`src/rtl/stamp_trace_pkg.sv`:
```
// Shared configuration for the stamp_trace event log: vector and timer sizes,
// time-stamp formatting, CSR addresses and the FIFO entry layout.
package stamp_trace_pkg;

  localparam int VecSize            = 8;
  localparam int MonoTimerWidth     = 32;
  localparam int TimeStampWidth     = 24;  // must stay <= 24 to fit below the id field
  localparam int TimeStampPreScaler = 0;
  localparam int CsrAddrWidth       = 12;
  localparam int WordWidth          = 32;

  typedef logic [MonoTimerWidth-1:0] MonoTimerT;
  typedef logic [TimeStampWidth-1:0] TimeStampT;
  typedef logic [CsrAddrWidth-1:0]   CsrAddrT;
  typedef logic [WordWidth-1:0]      word_t;

  // Per-vector time-stamp CSRs occupy TimeStampCsrBase .. +VecSize-1; the
  // trace CSRs follow directly after them.
  localparam CsrAddrT TimeStampCsrBase = 12'hB00;
  localparam CsrAddrT TraceDataCsr     = TimeStampCsrBase + CsrAddrT'(VecSize);
  localparam CsrAddrT TraceStatusCsr   = TimeStampCsrBase + CsrAddrT'(VecSize + 1);

  localparam int TraceDepth   = 8;                 // power of two, >= 2
  localparam int TraceIdWidth = $clog2(VecSize);   // must stay <= 7

  typedef struct packed {
    logic [TraceIdWidth-1:0] id;
    TimeStampT               stamp;
  } TraceEntryT;

  // Index of the single set bit of a one-hot vector (0 when none is set).
  function automatic logic [TraceIdWidth-1:0] onehot_index(input logic [VecSize-1:0] oh);
    logic [TraceIdWidth-1:0] idx;
    idx = '0;
    for (int i = 0; i < VecSize; i++) begin
      if (oh[i]) idx = TraceIdWidth'(i);
    end
    return idx;
  endfunction

endpackage

```
`src/rtl/trace_fifo.sv`:
```
// Parameterised synchronous FIFO with a combinational head. A push while full
// is accepted when a pop happens in the same cycle, since the pop frees the
// slot first. A pop while empty is ignored.
module trace_fifo #(
  parameter int Width = 8,
  parameter int Depth = 8
) (
  input  logic                     clk_i,
  input  logic                     reset_i,
  input  logic                     push_i,
  input  logic [Width-1:0]         data_i,
  input  logic                     pop_i,
  output logic                     full_o,
  output logic                     empty_o,
  output logic [$clog2(Depth):0]   count_o,
  output logic [Width-1:0]         head_o
);

  localparam int Aw = $clog2(Depth);

  logic [Width-1:0] mem_q [Depth];
  logic [Aw:0]      wr_q, wr_d;
  logic [Aw:0]      rd_q, rd_d;
  logic [Aw:0]      count_q, count_d;
  logic             pop_ok, push_ok;

  assign empty_o = (count_q == '0);
  assign full_o  = (count_q == (Aw+1)'(Depth));
  assign count_o = count_q;
  assign head_o  = mem_q[rd_q[Aw-1:0]];

  assign pop_ok  = pop_i && !empty_o;
  assign push_ok = push_i && (!full_o || pop_ok);

  // Pointer and occupancy next-state.
  always_comb begin
    wr_d    = wr_q;
    rd_d    = rd_q;
    count_d = count_q;
    if (push_ok) wr_d = wr_q + 1'b1;
    if (pop_ok)  rd_d = rd_q + 1'b1;
    case ({push_ok, pop_ok})
      2'b10:   count_d = count_q + 1'b1;
      2'b01:   count_d = count_q - 1'b1;
      default: count_d = count_q;
    endcase
  end

  // Pointer and occupancy registers.
  always_ff @(posedge clk_i) begin
    if (reset_i) begin
      wr_q    <= '0;
      rd_q    <= '0;
      count_q <= '0;
    end else begin
      wr_q    <= wr_d;
      rd_q    <= rd_d;
      count_q <= count_d;
    end
  end

  // Storage array; contents are don't-care while the slot is unoccupied.
  always_ff @(posedge clk_i) begin
    if (push_ok) mem_q[wr_q[Aw-1:0]] <= data_i;
  end

endmodule

```
`src/rtl/stamp_trace.sv`:
```
// stamp_trace: logs each rising edge of pend[k] as {id, time stamp} into a
// small FIFO that software drains through TraceDataCsr / TraceStatusCsr.
// Optional build macro STAMP_TRACE_DROP_CNT_EN adds an 8-bit saturating count
// of dropped entries and merged repeat edges at TraceStatusCsr[23:16].
module stamp_trace
  import stamp_trace_pkg::*;
(
  input  logic               clk,
  input  logic               reset,
  input  MonoTimerT          mono_timer,
  input  logic [VecSize-1:0] pend,
  input  CsrAddrT            csr_addr,
  input  logic               csr_enable,
  output word_t              csr_out
);

  logic [VecSize-1:0] old_pend_q;
  logic [VecSize-1:0] capmask_q, capmask_d;
  logic [VecSize-1:0] pend_edge, req, grant;
  logic               grant_any;
  logic               ovf_q, ovf_d;
  logic               fifo_full, fifo_empty, fifo_pop, drop;
  logic               data_rd, status_rd;
  logic [$clog2(TraceDepth):0] fifo_count;
  TraceEntryT         wr_entry, head_entry;
  logic [7:0]         drop_cnt;

  assign pend_edge = pend & ~old_pend_q;
  assign req       = capmask_q | pend_edge;
  assign grant     = req & (~req + 1'b1);   // lowest set bit wins
  assign grant_any = |req;
  assign capmask_d = req & ~grant;

  assign wr_entry.id    = onehot_index(grant);
  assign wr_entry.stamp = TimeStampT'(mono_timer >> TimeStampPreScaler);

  assign data_rd   = csr_enable && (csr_addr == TraceDataCsr);
  assign status_rd = csr_enable && (csr_addr == TraceStatusCsr);
  assign fifo_pop  = data_rd && !fifo_empty;
  // The FIFO accepts a push while full only if a pop frees a slot this cycle.
  assign drop      = grant_any && fifo_full && !fifo_pop;
  // A clearing status read loses to an overflow in the same cycle.
  assign ovf_d     = (ovf_q && !status_rd) || drop;

  // Edge history, pending-capture mask and sticky overflow flag.
  always_ff @(posedge clk) begin
    if (reset) begin
      old_pend_q <= pend;   // no spurious edges out of reset
      capmask_q  <= '0;
      ovf_q      <= 1'b0;
    end else begin
      old_pend_q <= pend;
      capmask_q  <= capmask_d;
      ovf_q      <= ovf_d;
    end
  end

`ifdef STAMP_TRACE_DROP_CNT_EN
  logic [7:0] drop_cnt_q, drop_cnt_d;
  logic [8:0] drop_inc, drop_sum;

  // A repeat edge on a bit still waiting in capmask merges into that capture.
  assign drop_inc = 9'($countones(pend_edge & capmask_q)) + 9'(drop);
  assign drop_sum = {1'b0, drop_cnt_q} + drop_inc;

  // Saturating drop counter; a status read clears it but keeps this cycle's losses.
  always_comb begin
    drop_cnt_d = drop_sum[8] ? 8'hFF : drop_sum[7:0];
    if (status_rd) drop_cnt_d = drop_inc[8] ? 8'hFF : drop_inc[7:0];
  end

  // Drop counter register.
  always_ff @(posedge clk) begin
    if (reset) drop_cnt_q <= '0;
    else       drop_cnt_q <= drop_cnt_d;
  end

  assign drop_cnt = drop_cnt_q;
`else
  assign drop_cnt = '0;
`endif

  trace_fifo #(
    .Width ($bits(TraceEntryT)),
    .Depth (TraceDepth)
  ) u_fifo (
    .clk_i   (clk),
    .reset_i (reset),
    .push_i  (grant_any),
    .data_i  (wr_entry),
    .pop_i   (fifo_pop),
    .full_o  (fifo_full),
    .empty_o (fifo_empty),
    .count_o (fifo_count),
    .head_o  (head_entry)
  );

  // CSR read mux; unknown addresses and an empty FIFO read as zero.
  always_comb begin
    csr_out = '0;
    case (csr_addr)
      TraceDataCsr: begin
        if (!fifo_empty) begin
          csr_out[31]                   = 1'b1;
          csr_out[24 +: TraceIdWidth]   = head_entry.id;
          csr_out[TimeStampWidth-1:0]   = head_entry.stamp;
        end
      end
      TraceStatusCsr: begin
        csr_out[7:0]   = 8'(fifo_count);
        csr_out[23:16] = drop_cnt;
        csr_out[31]    = ovf_q;
      end
      default: csr_out = '0;
    endcase
  end

endmodule

```
`config.mk`:
```
export PLATFORM = sky130hd
export DESIGN_NAME = stamp_trace
export DESIGN_NICKNAME = d
export VERILOG_FILES = /design/src/rtl/stamp_trace_pkg.sv /design/src/rtl/trace_fifo.sv /design/src/rtl/stamp_trace.sv
export SDC_FILE = /design/constraint.sdc
export NUM_CORES = 1
export LEC_CHECK = 0
export ABC_AREA = 1
export ABC_CLOCK_PERIOD_IN_PS = 4400
export CAP_MARGIN = 20
export CELL_PAD_IN_SITES_DETAIL_PLACEMENT = 0
export CELL_PAD_IN_SITES_GLOBAL_PLACEMENT = 1
export CORE_MARGIN = 2
export CORE_UTILIZATION = 47
export DETAILED_ROUTE_END_ITERATION = 6
export PLACE_DENSITY_LB_ADDON = 0.1
export REMOVE_ABC_BUFFERS = 1
export SLEW_MARGIN = 0
export SYNTH_ARGS = -nofsm -noshare
export SYNTH_HDL_FRONTEND = slang
export SYNTH_HIERARCHICAL = 1
export SYNTH_SLANG_ARGS = --single-unit
```
`constraint.sdc`:
```
create_clock -name clk -period 4.4 [get_ports clk]
set_input_delay 1.32 -clock clk [delete_from_list [all_inputs] [get_ports clk]]
set_output_delay 1.32 -clock clk [all_outputs]
set_load 0.02 [all_outputs]
```
After elaboration in Yosys (flattened, before gate mapping)
Memory sizes are Yosys's and may differ from the RTL's. A register that Yosys moved wholly into a read port is not among the register bits.
Index checks and enable logic that the tools add are counted.

storage, ports and cells
  memories = 1
  input port bits = 55
  word-level logic and storage cells = 60
  output and inout bits = 32
  register bits = 29
  memory bits (writable) = 216

operators by class
  add/sub/neg operators = 5
  reduce and logical (&&, ||, !) cells = 17
  mux-type cells = 19
  bitwise logic cells = 7
  eq/ne operators = 5

memory list
  memory        depth  width  read ports  clocked after Yosys merged registers in  write ports  RTL line          source
  u_fifo.mem_q  8      27     1           1                                        1            trace_fifo.sv:21  logic [Width-1:0] mem_q [Depth];

operators by type and width
  kind                                              number
  two-way mux 27 bit                                1
  bitwise AND 8 bit                                 3
  == test 12 bit, second input constant             2
  two-way mux 3 bit                                 8
  inverter 8 bit                                    3
  two-way mux 8 bit                                 2
  one-hot mux 8 bit (2 select lines)                1
  adder 4 x 1 -> 4 bit, second input constant       3
  adder 8 x 1 -> 8 bit, second input constant       1
  logical AND 1 bit                                 8
  OR 8 bit                                          1
  one-hot mux 4 bit (2 select lines)                1
  OR reduction 8 bit                                1
  == test 4 bit, second input constant              1
  logical NOT 1 bit                                 4
  logical NOT 4 bit                                 1
  two-way mux 1 bit                                 4
  subtractor 4 x 1 -> 4 bit, second input constant  1
  == test 2 x 1 -> 1 bit, second input constant     1
  == test 2 bit, second input constant              1
  logical OR 1 bit                                  2
  two-way mux 2 bit                                 1
  one-hot mux 1 bit (2 select lines)                1
  nonzero test 2 bit                                1

Logic depth before layout (Yosys ltp)
Gate-level depths: netlist of the first run.

  depth in word-level cells = 13
  gate-level depth with buffers = 20
  depth with buffers taken out = 20

By module
Netlist of the first run, hierarchy kept.

by module, submodules not included
  module       sequential area each (um^2)  area each (um^2)  cells an instance  times used
  trace_fifo   6,746.5                      9,088.7           702                1
  stamp_trace  320.3                        1,152.4           172                1

Worst setup path after synthesis of the first run
Ideal clock, no wire load.

  kind = input to register
  from = input csr_addr[0]
  to = memory u_fifo/mem_q[0][0] in the netlist's numbering (enable)
  setup slack = 466 ps
  stages = 9
  setup time = 411 ps
  buffers on the path = 0
  data required time = 3,989 ps
  arrival time = 3,523 ps
  cell sequence = or2_4 -> nor2_8 -> nand3_1 -> inv_1 -> inv_1 -> nand4_1 -> nand2_2 -> or2_4 -> nor2_1

between the ends
  longest elaborated chain between the ends = 8

ends and longest elaborated chain
  what                                     RTL line           source
  start: declaration                       stamp_trace.sv:12  input CsrAddrT csr_addr,
  == test 12 bit                           stamp_trace.sv:37  assign data_rd = csr_enable && (csr_addr == TraceDataCsr);
  logical AND 1 bit                        stamp_trace.sv:37
  logical AND 1 bit                        stamp_trace.sv:39  assign fifo_pop = data_rd && !fifo_empty;
  named net fifo_pop                       stamp_trace.sv:22  logic fifo_full, fifo_empty, fifo_pop, drop;
  logical AND 1 bit                        trace_fifo.sv:32   assign pop_ok = pop_i && !empty_o;
  logical OR 1 bit                         trace_fifo.sv:33   assign push_ok = push_i && (!full_o || pop_ok);
  logical AND 1 bit                        trace_fifo.sv:33
  two-way mux 1 bit                        trace_fifo.sv:64   if (push_ok) mem_q[wr_q[Aw-1:0]] <= data_i;
  two-way mux 1 bit (implied by the code)  trace_fifo.sv:64
  end: declaration                         trace_fifo.sv:21

The timed path passes the listed nets, and every way through them passes these cells.

Final worst setup path of the first run
  from = input csr_addr[0]
  to = output csr_out[26]

between the ends
  longest elaborated chain between the ends = 2

ends and longest elaborated chain
  what               RTL line            source
  == test 12 bit     stamp_trace.sv:101  case (csr_addr)
  two-way mux 3 bit  stamp_trace.sv:101
  end: declaration   stamp_trace.sv:14   output word_t csr_out

No other way between the ends.

==> summary.md, run 1 <==
| Metric | Value |
|---|---|
| Final Hold Fails | 0 |
| Largest family of logic cells by synthesized area | simple AND/OR/NAND/NOR gates |
| Clock root buffer | clkbuf_16 |
| Iter 0 DRT Violations | ~360 |
| CP max FO | 4 |
| Vias/cell | between 5 and 6 |
| Synth Area in Adders | less than 1% |
| Initial antenna violation count | 0 |
| CP Cell Sequence | clkdlybuf4s50_1, or2_4, nor2_8, nand2_4, nor2_1, clkdlybuf4s50_1 |
| P_leak | 4.553 nW |
| Sw frac | 23.43% |
| PD cells | 440.7 nW/um2 |
| Dpl cell area | ~11,000 um2 |
| RD Place Congestion | 0.7604 |
| CP Class | input pin to output port |
| Arrival time at the worst endpoint | between 2 and 3 ns |
| Main synth FF type | edfxtp_1 |
| Num CTS Buffers | 25 |
| # fillers | approximately 1,800 |
| Most frequent cells after synthesis | 216 x edfxtp_1, 141 x nor2_1, 133 x nand2_1 |
| Post-synth top area share | 63.34% |
| Hpwl dp | 11.45 mm |
| Psw | 1.252 mW |
| Post-Syn Instances | 874 |
| Count leader, synth | edfxtp_1 |
| Status | finished clean |
| Slew of the pin with the lowest slew margin | 0.8222 ns |
| Row count | 54 |
| Die extent in y | 151.6 um |
| Sequential share of power | between 50% and 60% |
| Fin util | between 50% and 60% |
| #FFs+latches synth | between 200 and 250 |
| Critical path's slowest cell | clkdlybuf4s50_1 |
| I/O pins | 87 |
| Clk buf depth | 3 |
| Worst Setup Start Kind | input pin |
| Post-DRT Antenna Nets | 0 |
| Fmax | 0.2344 GHz |
| Reg clk slew, reported paths | 0.06 ns |
| Number of global-route vias before repair | 6,361 |
| Layout cells sized above 1 | 10.05% |
| Largest net degree at the start of global routing | 109 |
| # H-tree levels | 1 |
| Internal power | 4.091 mW |
| Antenna diodes | 0 |
| Combinational Power Share | between 10% and 20% |
| CTS tree | done |
| Synth top area cells | edfxtp_1 63%, dfxtp_1 5.7%, nor2_1 5.2% |
| Crit-path leading delay family | buffers and inverters |
| Crit. End Element | output port |
| Final Max Slew Viols | 0 |
| YS warnings | 6 |
| Die area | between 20,000 and 25,000 um2 |
| RSZ-0062 raised after global routing | false |
| Clk_skew | 0.01742 ns |
| WL per Instance | 16.60 um |
| 1st-pass router iterations | 4 |
| Async S/R FF share, synth | 0% |
| First-pass GRT wire length | 32.93 mm |
| Xor/xnor share of the synthesized area | 0.2566% |
| Final setup fails | 0 |
| Slowest cell delay on critical path | ~0.6 ns |
| Max-cap violation count | 0 |
| Final min period | between 4 and 5 ns |
| Hold buffers post-CTS | 0 |
| Worst hold-check path type | register to register |
| Congestion Overflow GR | 0 |
| Core region area | 21,620 um2 |
| Nets@finish | 1,016 |
| Final instance area | roughly 12,000 um2 |
| CTS sink cnt | approximately 250 |
| Simple-Gate Fraction of Synth Area | 13.88% |
| DRT Wirelength | roughly 21 mm |
| Post-Syn Area per Cell | between 10 and 15 um2 |
| Multiplexer share of the synthesized area | between 2 and 3% |
| Synthesized area | 10,240 um2 |
| Initial Utilization | a little under half |
| Req. time, crit path | 3.08 ns |
| Max-slew headroom | between 40% and 50% |
| Area of the multi-input gates | 2654 um2 |
| GRT Total Usage | 18.68% |
| Clock Latency Late Sink | between 0.5 and 0.6 ns |
| Crit path buf inv count | 2 |
| Tcrit/Tclk final | 96.98% |
| Register Area | slightly above 7000 um2 |
| DRC | 0 |
| Vias | 6,451 |
| Clock share of power | 36.3% |
| Cell variety after synth | 36 |
| Peak supply drop | around 0.34 mV |
| Post-synthesis sequential area ratio | roughly 69% |
| Post-synth EDFFs | 216 |
| DIE WIDTH | 151.6 um |
| Yosys top cell by area | edfxtp_1 |
| Synth Area in Compound Gates | 8.186% |
| Most used cell, CP | clkdlybuf4s50_1 |
| Buffers on Ports | 74 |
| Area Growth Syn to Fin | 18.36% |
final timing paths:
kind              cells past startpoint                            from  slack [ns]                             end
setup / recovery                      6                     csr_addr[0]        0.13                     csr_out[26]
hold / removal                        1     u_fifo/rd_q[0]$_SDFFE_PP0P_        0.49     u_fifo/rd_q[0]$_SDFFE_PP0P_
setup reg to reg                     19  u_fifo/count_o[1]$_SDFFE_PP0P_        1.51  u_fifo/count_o[2]$_SDFFE_PP0P_
hold reg to reg                       1     u_fifo/rd_q[0]$_SDFFE_PP0P_        0.49     u_fifo/rd_q[0]$_SDFFE_PP0P_
registers in the layout, summed over array words and instances, names as in the netlist, named ones only:
name            cells
u_fifo/count_o      4
u_fifo/rd_q         3
capmask_q           7
u_fifo/wr_q         3
ovf_q               1
u_fifo/mem_q      216
old_pend_q          8
worst reg2reg max path: cells and delay by family (launching register included):
family | cells | cell delay (ns)
AOI/OAI and AO/OA | 2 | 0.29
xor gates and xnor gates | 1 | 0.09
adders and majority gates | 2 | 0.43
and+or+nand+nor | 8 | 0.92
DFF | 1 | 0.46
buffers and inverters | 6 | 0.60
kinds of logic (layout without fill, tap and decap cells):
kind of cell             after synthesis  in the layout
AO/OA/AOI/OAI                        159            159
multiplexers                          27             27
AND/OR/NAND/NOR                      320            320
flip-flops                           245            245
adder cells (fa/ha/maj)                5              5
other                                  1              4
buffers and inverters                114            212
XOR/XNOR                               3              3
metal layers:
layer / vias to the layer above / GRT usage [%] / share of wire, %
met5: - / 0 / 0
met4: 0 / 4.815 / 2.0
met3: 38 / 3.234 / 5.3
met2: 146 / 32.22 / 49
met1: 3103 / 24.66 / 44
li1: 3164 / - / -
power by group through the flow:
| stage | Sequential (mW) | Clock [mW] | Combinational [mW] |
|---|---|---|---|
| floorplan | 2.88 | 0 | 0.321 |
| global placement | 2.88 | 0 | 0.560 |
| detailed placement | 2.89 | 0 | 0.567 |
| CTS | 2.84 | 1.99 | 0.569 |
| global route | 2.86 | 2.09 | 0.631 |
| finish | 2.84 | 1.94 | 0.560 |
cell usage in the layout (no fill, tap or decap), types with 2 or more instances in the layout:
| cell | netlist | final |
|---|---|---|
| a21oi_1 | 12 | 12 |
| buf_12 | 2 | 12 |
| buf_4 | 9 | 9 |
| clkbuf_1 | 9 | 3 |
| clkbuf_16 | 0 | 25 |
| clkdlybuf4s50_1 | 0 | 47 |
| clkinv_1 | 1 | 7 |
| clkinv_2 | 0 | 6 |
| clkinvlp_4 | 0 | 3 |
| conb_1 | 1 | 4 |
| dfxtp_1 | 29 | 27 |
| dlygate4sd2_1 | 0 | 27 |
| edfxtp_1 | 216 | 216 |
| ha_1 | 5 | 5 |
| inv_1 | 67 | 67 |
| inv_2 | 3 | 3 |
| mux2i_1 | 27 | 27 |
| nand2_1 | 133 | 133 |
| nand3_1 | 13 | 13 |
| nand4_1 | 2 | 2 |
| nor2_1 | 141 | 133 |
| nor2_2 | 2 | 10 |
| nor2_4 | 20 | 20 |
| nor3_1 | 2 | 2 |
| o211ai_1 | 2 | 2 |
| o21ai_0 | 105 | 105 |
| o21ai_1 | 12 | 12 |
| o22ai_1 | 27 | 27 |
| or2_4 | 2 | 2 |
| xnor2_1 | 2 | 2 |
final cells by class:
cell class                      instances  share of cell area (%)
Timing Repair Buffer                   95                   8.371
Multi-Input combinational cell        518                   21.89
Inverter                               71                   2.199
Tap cell                              280                   2.890
Clock inverter                         17                  0.9393
Sequential cell                       245                   58.34
Clock buffer                           29                   5.367
repair_timing:
action	4_1_cts	5_1_grt
gates resized for setup	27	0
setup endpoints to repair	27	0
buffers inserted	0	0
stage by stage:
stage | power (mW) | hold WS [ns] | worst slack, ns | std cells | TNS, ns
2_1_floorplan | 3.204 | 0.4476 | -0.9783 | 834 | -24.76
4_1_cts | 5.402 | 0.4906 | 0.1173 | 1255 | 0
3_5_place_dp | 3.461 | 0.4768 | -0.08930 | 1209 | -1.589
3_3_place_gp | 3.442 | 0.4565 | -0.08143 | 1209 | -1.503
5_1_grt | 5.578 | 0.5084 | 0.04698 | 1255 | 0
6_report | 5.342 | 0.4888 | 0.1330 | 1255 | 0
Note: power is estimated with default switching activity, not from simulation.
==> inputs of run 2 (changes only) <==
--- a/config.mk
+++ b/config.mk
@@ -6,13 +6,14 @@
 export NUM_CORES = 1
 export LEC_CHECK = 0
 export ABC_AREA = 1
-export ABC_CLOCK_PERIOD_IN_PS = 4400
+export ABC_CLOCK_PERIOD_IN_PS = 3680
 export CAP_MARGIN = 20
 export CELL_PAD_IN_SITES_DETAIL_PLACEMENT = 0
 export CELL_PAD_IN_SITES_GLOBAL_PLACEMENT = 1
 export CORE_MARGIN = 2
-export CORE_UTILIZATION = 47
+export CORE_UTILIZATION = 42
 export DETAILED_ROUTE_END_ITERATION = 6
+export MAX_ROUTING_LAYER = met4
 export PLACE_DENSITY_LB_ADDON = 0.1
 export REMOVE_ABC_BUFFERS = 1
 export SLEW_MARGIN = 0
==> constraint.sdc (replaced) <==
create_clock -name clk -period 3.68 [get_ports clk]
set_input_delay 1.104 -clock clk [delete_from_list [all_inputs] [get_ports clk]]
set_output_delay 1.104 -clock clk [all_outputs]
set_load 0.02 [all_outputs]
==> run 2 against run 1 <==
Against the previous run: worst setup slack lost 0.022 ns; utilization shrank 5.3 points; sequential cell count is the same; sequential power grew 20%; critical endpoint is now csr_out[3].
==> summary.md, run 2 (same netlist as run 1, synthesis figures left out) <==
| Metric | Value |
|---|---|
| Number of global-route vias before repair | 6,604 (+3.8%) |
| Hold path cells | 1 (unchanged) |
| FF-to-FF Start | u_fifo/count_o[0]$_SDFFE_PP0P_ |
| Final setup fails | 0 (unchanged) |
| Reg clk slew, reported paths | 0.05 ns (about the same) |
| Status | finished clean |
| Initial antenna violation count | 0 (unchanged) |
| First-pass GRT wire length | 34.88 mm (+5.9%) |
| R2R cell count | 20 (+1) |
| WL per Instance | 16.71 um (+0.68%) |
| Register Area | 7072 um2 (unchanged) |
| DRC | 0 (unchanged) |
| RSZ-0062 raised after global routing | false |
| Clk buf depth | 3 (unchanged) |
| Most frequent cells in the layout | 216 x edfxtp_1, 132 x nand2_1, 131 x nor2_1, 105 x o21ai_0, 67 x inv_1 |
| # H-tree levels | 1 (unchanged) |
| RD Place Congestion | 0.7451 (-2.0%) |
| WHS | 0.4886 ns (-0.0002520 ns) |
| Clk_skew | 0.01208 ns (-0.005340 ns) |
| Num CTS Buffers | 26 (+4.0%) |
| Fmax | 0.2802 GHz |
| Area Growth Syn to Fin | 19.41% |
| CTS sink cnt | 245 (unchanged) |
| Slew of the pin with the lowest slew margin | 0.8633 ns (+0.04107 ns) |
| Clock Latency Late Sink | 0.52 ns (about the same) |
| GRT Total Usage | 17.83% (-0.84 points) |
| Max FFs per register | 216 (unchanged) |
| Layout cells sized above 1 | 13.84% (+3.8 points) |
| Req. time, crit path | 2.58 ns (-0.50 ns) |
| DRT Wirelength | 21.85 mm (+4.8%) |
| I/O pins | 87 (unchanged) |
| Iter 0 DRT Violations | 315 (-13%) |
| Max-slew headroom | 42.27% (-2.7 points) |
| DIE WIDTH | 160.2 um (+5.6%) |
| Core region area | 24,110 um2 (+11%) |
| P_leak | 4.567 nW (+0.29%) |
| Placed cell count | 1,258 (+4.1%) |
| CTS tree | done |
| Row count | 57 (+5.6%) |
| Congestion Overflow GR | 0 (unchanged) |
| Tcrit/Tclk final | 96.98% |
| Antenna diodes | 0 (unchanged) |
| Largest net degree at the start of global routing | 109 (unchanged) |
| GRT met1 Usage | 22.53% (-2.1 points) |
| Die extent in y | 160.2 um (+5.6%) |
| Worst Setup Start Kind | input pin |
| Final min period | ~3.6 ns |
| CP Class | input pin to output port |
| Max-cap violation count | 0 (unchanged) |
| Peak supply drop | 0.2639 mV (-23%) |
| Die area | 25,650 um2 (+12%) |
| Arrival time at the worst endpoint | 2.46 ns (-0.49 ns) |
| Final Max Slew Viols | 0 (unchanged) |
| # fillers | 2,159 (+22%) |
| Area of the multi-input gates | 2661 um2 (+0.28%) |
| Final Hold Fails | 0 (unchanged) |
| Initial Utilization | 42.48% (-4.9 points) |
| FF-to-FF setup slack | 0.84 ns (-0.67 ns) |
| Hold EP | u_fifo/rd_q[0]$_SDFFE_PP0P_ |
| Met3 Use GR | 2.545% (-0.69 points) |
| Worst hold-check path type | register to register |
| CP max FO | 4 (unchanged) |
| Hold Path Origin | u_fifo/rd_q[0]$_SDFFE_PP0P_ |
| Gr busiest metal | met2 |
| Hpwl dp | 12.02 mm (+4.9%) |
| Post-DRT Antenna Nets | 0 (unchanged) |
| Met2 usage | 30.54% (-1.7 points) |
| Buffers on Ports | 74 (unchanged) |
| Fin cells | 1,307 (+4.1%) |
| Vias | 6,505 (+0.84%) |
| 1st-pass router iterations | 6 (+2) |
| PD cells | 543.3 nW/um2 (+23%) |
| Vias/cell | 4.977 (-3.2%) |
| Most common cell after layout, fill and taps aside | edfxtp_1 |
| Nets@finish | 1,023 (+0.69%) |
| Crit. End Element | output port |
| Reg2reg end | u_fifo/count_o[2]$_SDFFE_PP0P_ |
| Clock root buffer | clkbuf_16 |
-- run 2: cell count changes in the layout (fill, tap and decap cells not counted), sizes merged --
cell,change
dlygate4sd2,-27
buf,+26
clkbuf,+10
bufinv,+2
clkinvlp,-2
clkdlybuf4s50,-1
clkinv,+1
inv,-1
-- run 2: worst max path at each step --
stage / startpoint / slack, ns / cells after the start / endpoint
CTS: csr_addr[11] / 0.007 / 9 / csr_out[21]
global placement: csr_addr[11] / -0.37 / 9 / csr_out[4]
finish: csr_addr[11] / 0.11 / 10 / csr_out[3]
global route: csr_addr[11] / 0.02 / 9 / csr_out[23]
detailed placement: csr_addr[1] / -0.36 / 8 / csr_out[4]
floorplan: register / -1.48 / 7 / csr_out[3]
-- run 2: power by group --
| part | total, mW | switching, mW | internal, mW | leakage [nW] |
|---|---|---|---|---|
| clock network | 2.55 | 1.01 | 1.54 | 0.417 |
| logic | 0.692 | 0.457 | 0.236 | 1.92 |
| registers | 3.40 | 0.0696 | 3.33 | 2.22 |
-- run 2: layout make-up --
class                      count  area share [%]
clock buffer                  31           5.648
sequential                   245           57.83
multi-input combinational    518           21.76
tap                          324           3.315
inverter                      71           2.179
clock inverter                17           1.269
timing repair buffer         101           8.001
-- run 2: metrics by stage --
stage | TNS, ns | power (mW) | util [%] | setup WS, ns | area, um2
2_1_floorplan | -42.50 | 3.831 | - | -1.482 | 9967
3_3_place_gp | -9.241 | 4.131 | 47.74 | -0.3705 | 11510
3_5_place_dp | -9.008 | 4.161 | 47.74 | -0.3582 | 11510
4_1_cts | 0 | 6.730 | 51.30 | 0.007007 | 12370
5_1_grt | 0 | 6.944 | 50.73 | 0.01564 | 12230
6_report | 0 | 6.644 | 50.73 | 0.1112 | 12230
-- run 2: what timing repair did --
action / CTS / global route
pin swaps: 0 / 1
hold buffers: 0 / 0
setup endpoints to repair: 28 / 26
buffers inserted: 0 / 1
resized for setup: 77 / 30
-- run 2: layer usage --
layer  vias to the layer above  share of wire (%)
met5                         -                  0
li1                       3184                  -
met1                      3162                 45
met4                         0                1.7
met3                        27                4.4
met2                       132                 49
-- run 2: critical path, cell delays in order --
cell and delay (ns):
clkdlybuf4s50_1 0.46, inv_1 0.03, nor2_1 0.07, nand2_1 0.09
nor2_4 0.15, buf_4 0.13, buf_4 0.11, nand3_1 0.07
nand2_1 0.09, clkbuf_2 0.17
==> inputs of run 3 (changes only) <==
--- a/config.mk
+++ b/config.mk
@@ -11,7 +11,8 @@
 export CELL_PAD_IN_SITES_DETAIL_PLACEMENT = 0
 export CELL_PAD_IN_SITES_GLOBAL_PLACEMENT = 1
 export CORE_MARGIN = 2
-export CORE_UTILIZATION = 42
+export CORE_UTILIZATION = 44
+export CTS_BUF_LIST = sky130_fd_sc_hd__clkbuf_4 sky130_fd_sc_hd__clkbuf_8
 export DETAILED_ROUTE_END_ITERATION = 6
 export MAX_ROUTING_LAYER = met4
 export PLACE_DENSITY_LB_ADDON = 0.1
==> run 3 against run 2 <==
Against the previous run: die area down 4.4%; sequential cell count unchanged; via count up 1.6%; global-route usage up 1.2 points; maximum frequency down 0.94%; total power down 3.3%; sequential power about the same; critical endpoint is now csr_out[4].
==> summary.md, run 3 (same netlist as run 1, synthesis figures left out) <==
| Metric | Value |
|---|---|
| Vias/cell | 5.009 (+0.64%) |
| Initial antenna violation count | 0 (unchanged) |
| Area Growth Syn to Fin | 18.90% |
| Worst Setup Start Kind | input pin |
| Die area | 24,510 um2 (-4.4%) |
| Max-cap violation count | 0 (unchanged) |
| Peak supply drop | 0.3341 mV (+27%) |
| # H-tree levels | 2 (+1) |
| Clock root buffer | clkbuf_8 |
| Clock Latency Late Sink | 0.53 ns (about the same) |
| Reg2reg end | u_fifo/count_o[2]$_SDFFE_PP0P_ |
| CP startpoint | csr_addr[11] |
| Row count | 55 (-3.5%) |
| Crit path buf inv count | 4 (-1) |
| 1st-pass router iterations | 4 (-2) |
| Clk_skew | 0.01939 ns (+0.007313 ns) |
| GRT Total Usage | 19.08% (+1.2 points) |
| Final Hold Fails | 0 (unchanged) |
| Antenna diodes | 0 (unchanged) |
| Reg clk slew, reported paths | 0.06 ns (about the same) |
| PD cells | 527.5 nW/um2 (-2.9%) |
| Critical path's slowest cell | clkdlybuf4s50_1 |
| Nets@finish | 1,042 (+1.9%) |
| CP max FO | 14 (+10) |
| Number of global-route vias before repair | 6,613 (+0.14%) |
| Psw | 1.551 mW (+0.84%) |
| WL per Instance | 16.79 um (+0.43%) |
| Final setup fails | 0 (unchanged) |
| Worst hold-check path type | register to register |
| Arrival time at the worst endpoint | 2.50 ns (+0.04 ns) |
| # fillers | 1,975 (-8.5%) |
| Hold EP | u_fifo/rd_q[0]$_SDFFE_PP0P_ |
| Hold Path Origin | u_fifo/rd_q[0]$_SDFFE_PP0P_ |
| Max-slew headroom | 38.18% (-4.1 points) |
| Iter 0 DRT Violations | 384 (+22%) |
| RD Place Congestion | 0.8161 (+9.5%) |
| Sw frac | 24.14% (+1.0 points) |
| CP Class | input pin to output port |
| Crit-path leading delay family | buffers and inverters |
| Clock share of power | 36.5% (-1.9 points) |
| Tcrit/Tclk final | 97.90% (+0.92 points) |
| Fmax | 0.2776 GHz (-0.94%) |
| Num CTS Buffers | 42 (+62%) |
| DRT Wirelength | 22.16 mm (+1.4%) |
| FF-to-FF Start | u_fifo/count_o[0]$_SDFFE_PP0P_ |
| CTS sink cnt | 245 (unchanged) |
| Combinational Power Share | 10.5% (about the same) |
| Post-DRT Antenna Nets | 0 (unchanged) |
| CTS tree | done |
| Fin util | 53.46% (+2.7 points) |
| Hpwl dp | 12.19 mm (+1.4%) |
| RSZ-0062 raised after global routing | true |
| Register Area | 7072 um2 (unchanged) |
| Final Max Slew Viols | 0 (unchanged) |
| Layout cells sized above 1 | 16.48% (+2.6 points) |
| Internal power | 4.872 mW (-4.6%) |
| Initial Utilization | 44.96% (+2.5 points) |
| DIE WIDTH | 156.6 um (-2.2%) |
| Total negative slack | 0 ns (unchanged) |
| Vias | 6,612 (+1.6%) |
| CP Cell Sequence | clkdlybuf4s50_1, inv_1, nor2_1, nand2_1, nor2_4, nand2_4, buf_12, nor2_2, buf_4 |
| Hold path cells | 1 (unchanged) |
| Die extent in y | 156.6 um (-2.2%) |
| Core region area | 22,780 um2 (-5.5%) |
| Most common cell after layout, fill and taps aside | edfxtp_1 |
| Req. time, crit path | 2.58 ns (about the same) |
| First-pass GRT wire length | 34.97 mm (+0.26%) |
| Final min period | 3.603 ns (+0.03393 ns) |
| Power, Total | 6.423 mW (-3.3%) |
| Area of the multi-input gates | 2659 um2 (about the same) |
| P_leak | 4.591 nW (+0.55%) |
| Slowest cell delay on critical path | 0.46 ns (about the same) |
| Largest net degree at the start of global routing | 109 (unchanged) |
| Sequential share of power | 52.9% (+1.7 points) |
| DRC | 0 (unchanged) |
| Max FFs per register | 216 (unchanged) |
| Slew of the pin with the lowest slew margin | 0.9245 ns (+0.06117 ns) |
| R2R cell count | 20 (unchanged) |
| WHS | 0.4904 ns (+0.001867 ns) |
| I/O pins | 87 (unchanged) |
| Most frequent cells in the layout | 216 x edfxtp_1, 132 x nand2_1, 132 x nor2_1, 105 x o21ai_0, 67 x inv_1 |
| Buffers on Ports | 74 (unchanged) |
| Hold buffers post-CTS | 0 (unchanged) |
| Congestion Overflow GR | 0 (unchanged) |
| Status | finished clean |
| FF-to-FF setup slack | 0.82 ns (-0.02 ns) |
| Clk buf depth | 3 (unchanged) |
| Crit. End Element | output port |
-- run 3: worst max path at each step --
| stage | slack, ns | endpoint | cells after the start |
|---|---|---|---|
| CTS | 0.003 | csr_out[3] | 11 |
| detailed placement | -0.40 | csr_out[4] | 9 |
| global placement | -0.37 | csr_out[0] | 11 |
| floorplan | -1.48 | csr_out[3] | 7 |
| global route | -0.001 | csr_out[0] | 11 |
| finish | 0.08 | csr_out[4] | 9 |
-- run 3: worst register-to-register path: stages, from the launching register on --
cell	delay, ns
dfxtp_1	0.47
nor2_1	0.10
nand3_1	0.10
inv_1	0.06
or2_4	0.27
nor2_8	0.12
buf_4	0.14
nand3_1	0.09
inv_1	0.08
inv_1	0.04
nand4_1	0.10
nand2_2	0.12
ha_1	0.25
nand2_1	0.08
inv_1	0.05
nor2_1	0.12
ha_1	0.16
a21oi_1	0.05
xnor2_1	0.14
o21ai_0	0.18
inv_1	0.05
-- run 3: layout make-up --
| class | count | share of cell area (%) |
|---|---|---|
| Clock inverter | 12 | 0.7193 |
| Inverter | 71 | 2.189 |
| Multi-Input combinational cell | 518 | 21.84 |
| Clock buffer | 57 | 5.826 |
| Timing Repair Buffer | 104 | 8.138 |
| Sequential cell | 245 | 58.08 |
| Tap cell | 313 | 3.216 |
-- run 3: power groups by stage --
| stage | sequential, mW | combinational, mW | clock [mW] |
|---|---|---|---|
| finish | 3.40 | 0.678 | 2.35 |
| global route | 3.42 | 0.761 | 2.53 |
| CTS | 3.40 | 0.687 | 2.43 |
| detailed placement | 3.46 | 0.685 | 0 |
| global placement | 3.44 | 0.664 | 0 |
| floorplan | 3.45 | 0.383 | 0 |
-- run 3: stage by stage --
step | worst slack, ns | instance area [um2] | cells
2_1_floorplan | -1.482 | 9967 | 834
3_5_place_dp | -0.3967 | 11480 | 1249
5_1_grt | -0.001245 | 12180 | 1320
6_report | 0.07724 | 12180 | 1320
3_3_place_gp | -0.3661 | 11480 | 1249
4_1_cts | 0.003024 | 12290 | 1320
-- run 3: metal layers --
metal  vias up  global-route usage, %  routed length (um)
li1       3218                      -                   -
met1      3217                  23.84                9785
met2       140                  31.59               10870
met3        37                  3.794                1000
met4         0                  5.810                 499
met5         -                      -                   0
-- run 3: repair_timing --
item,in CTS,in global routing
pin swaps,0,2
buffers inserted,2,0
gates resized for setup,90,29
setup endpoints to repair,28,26
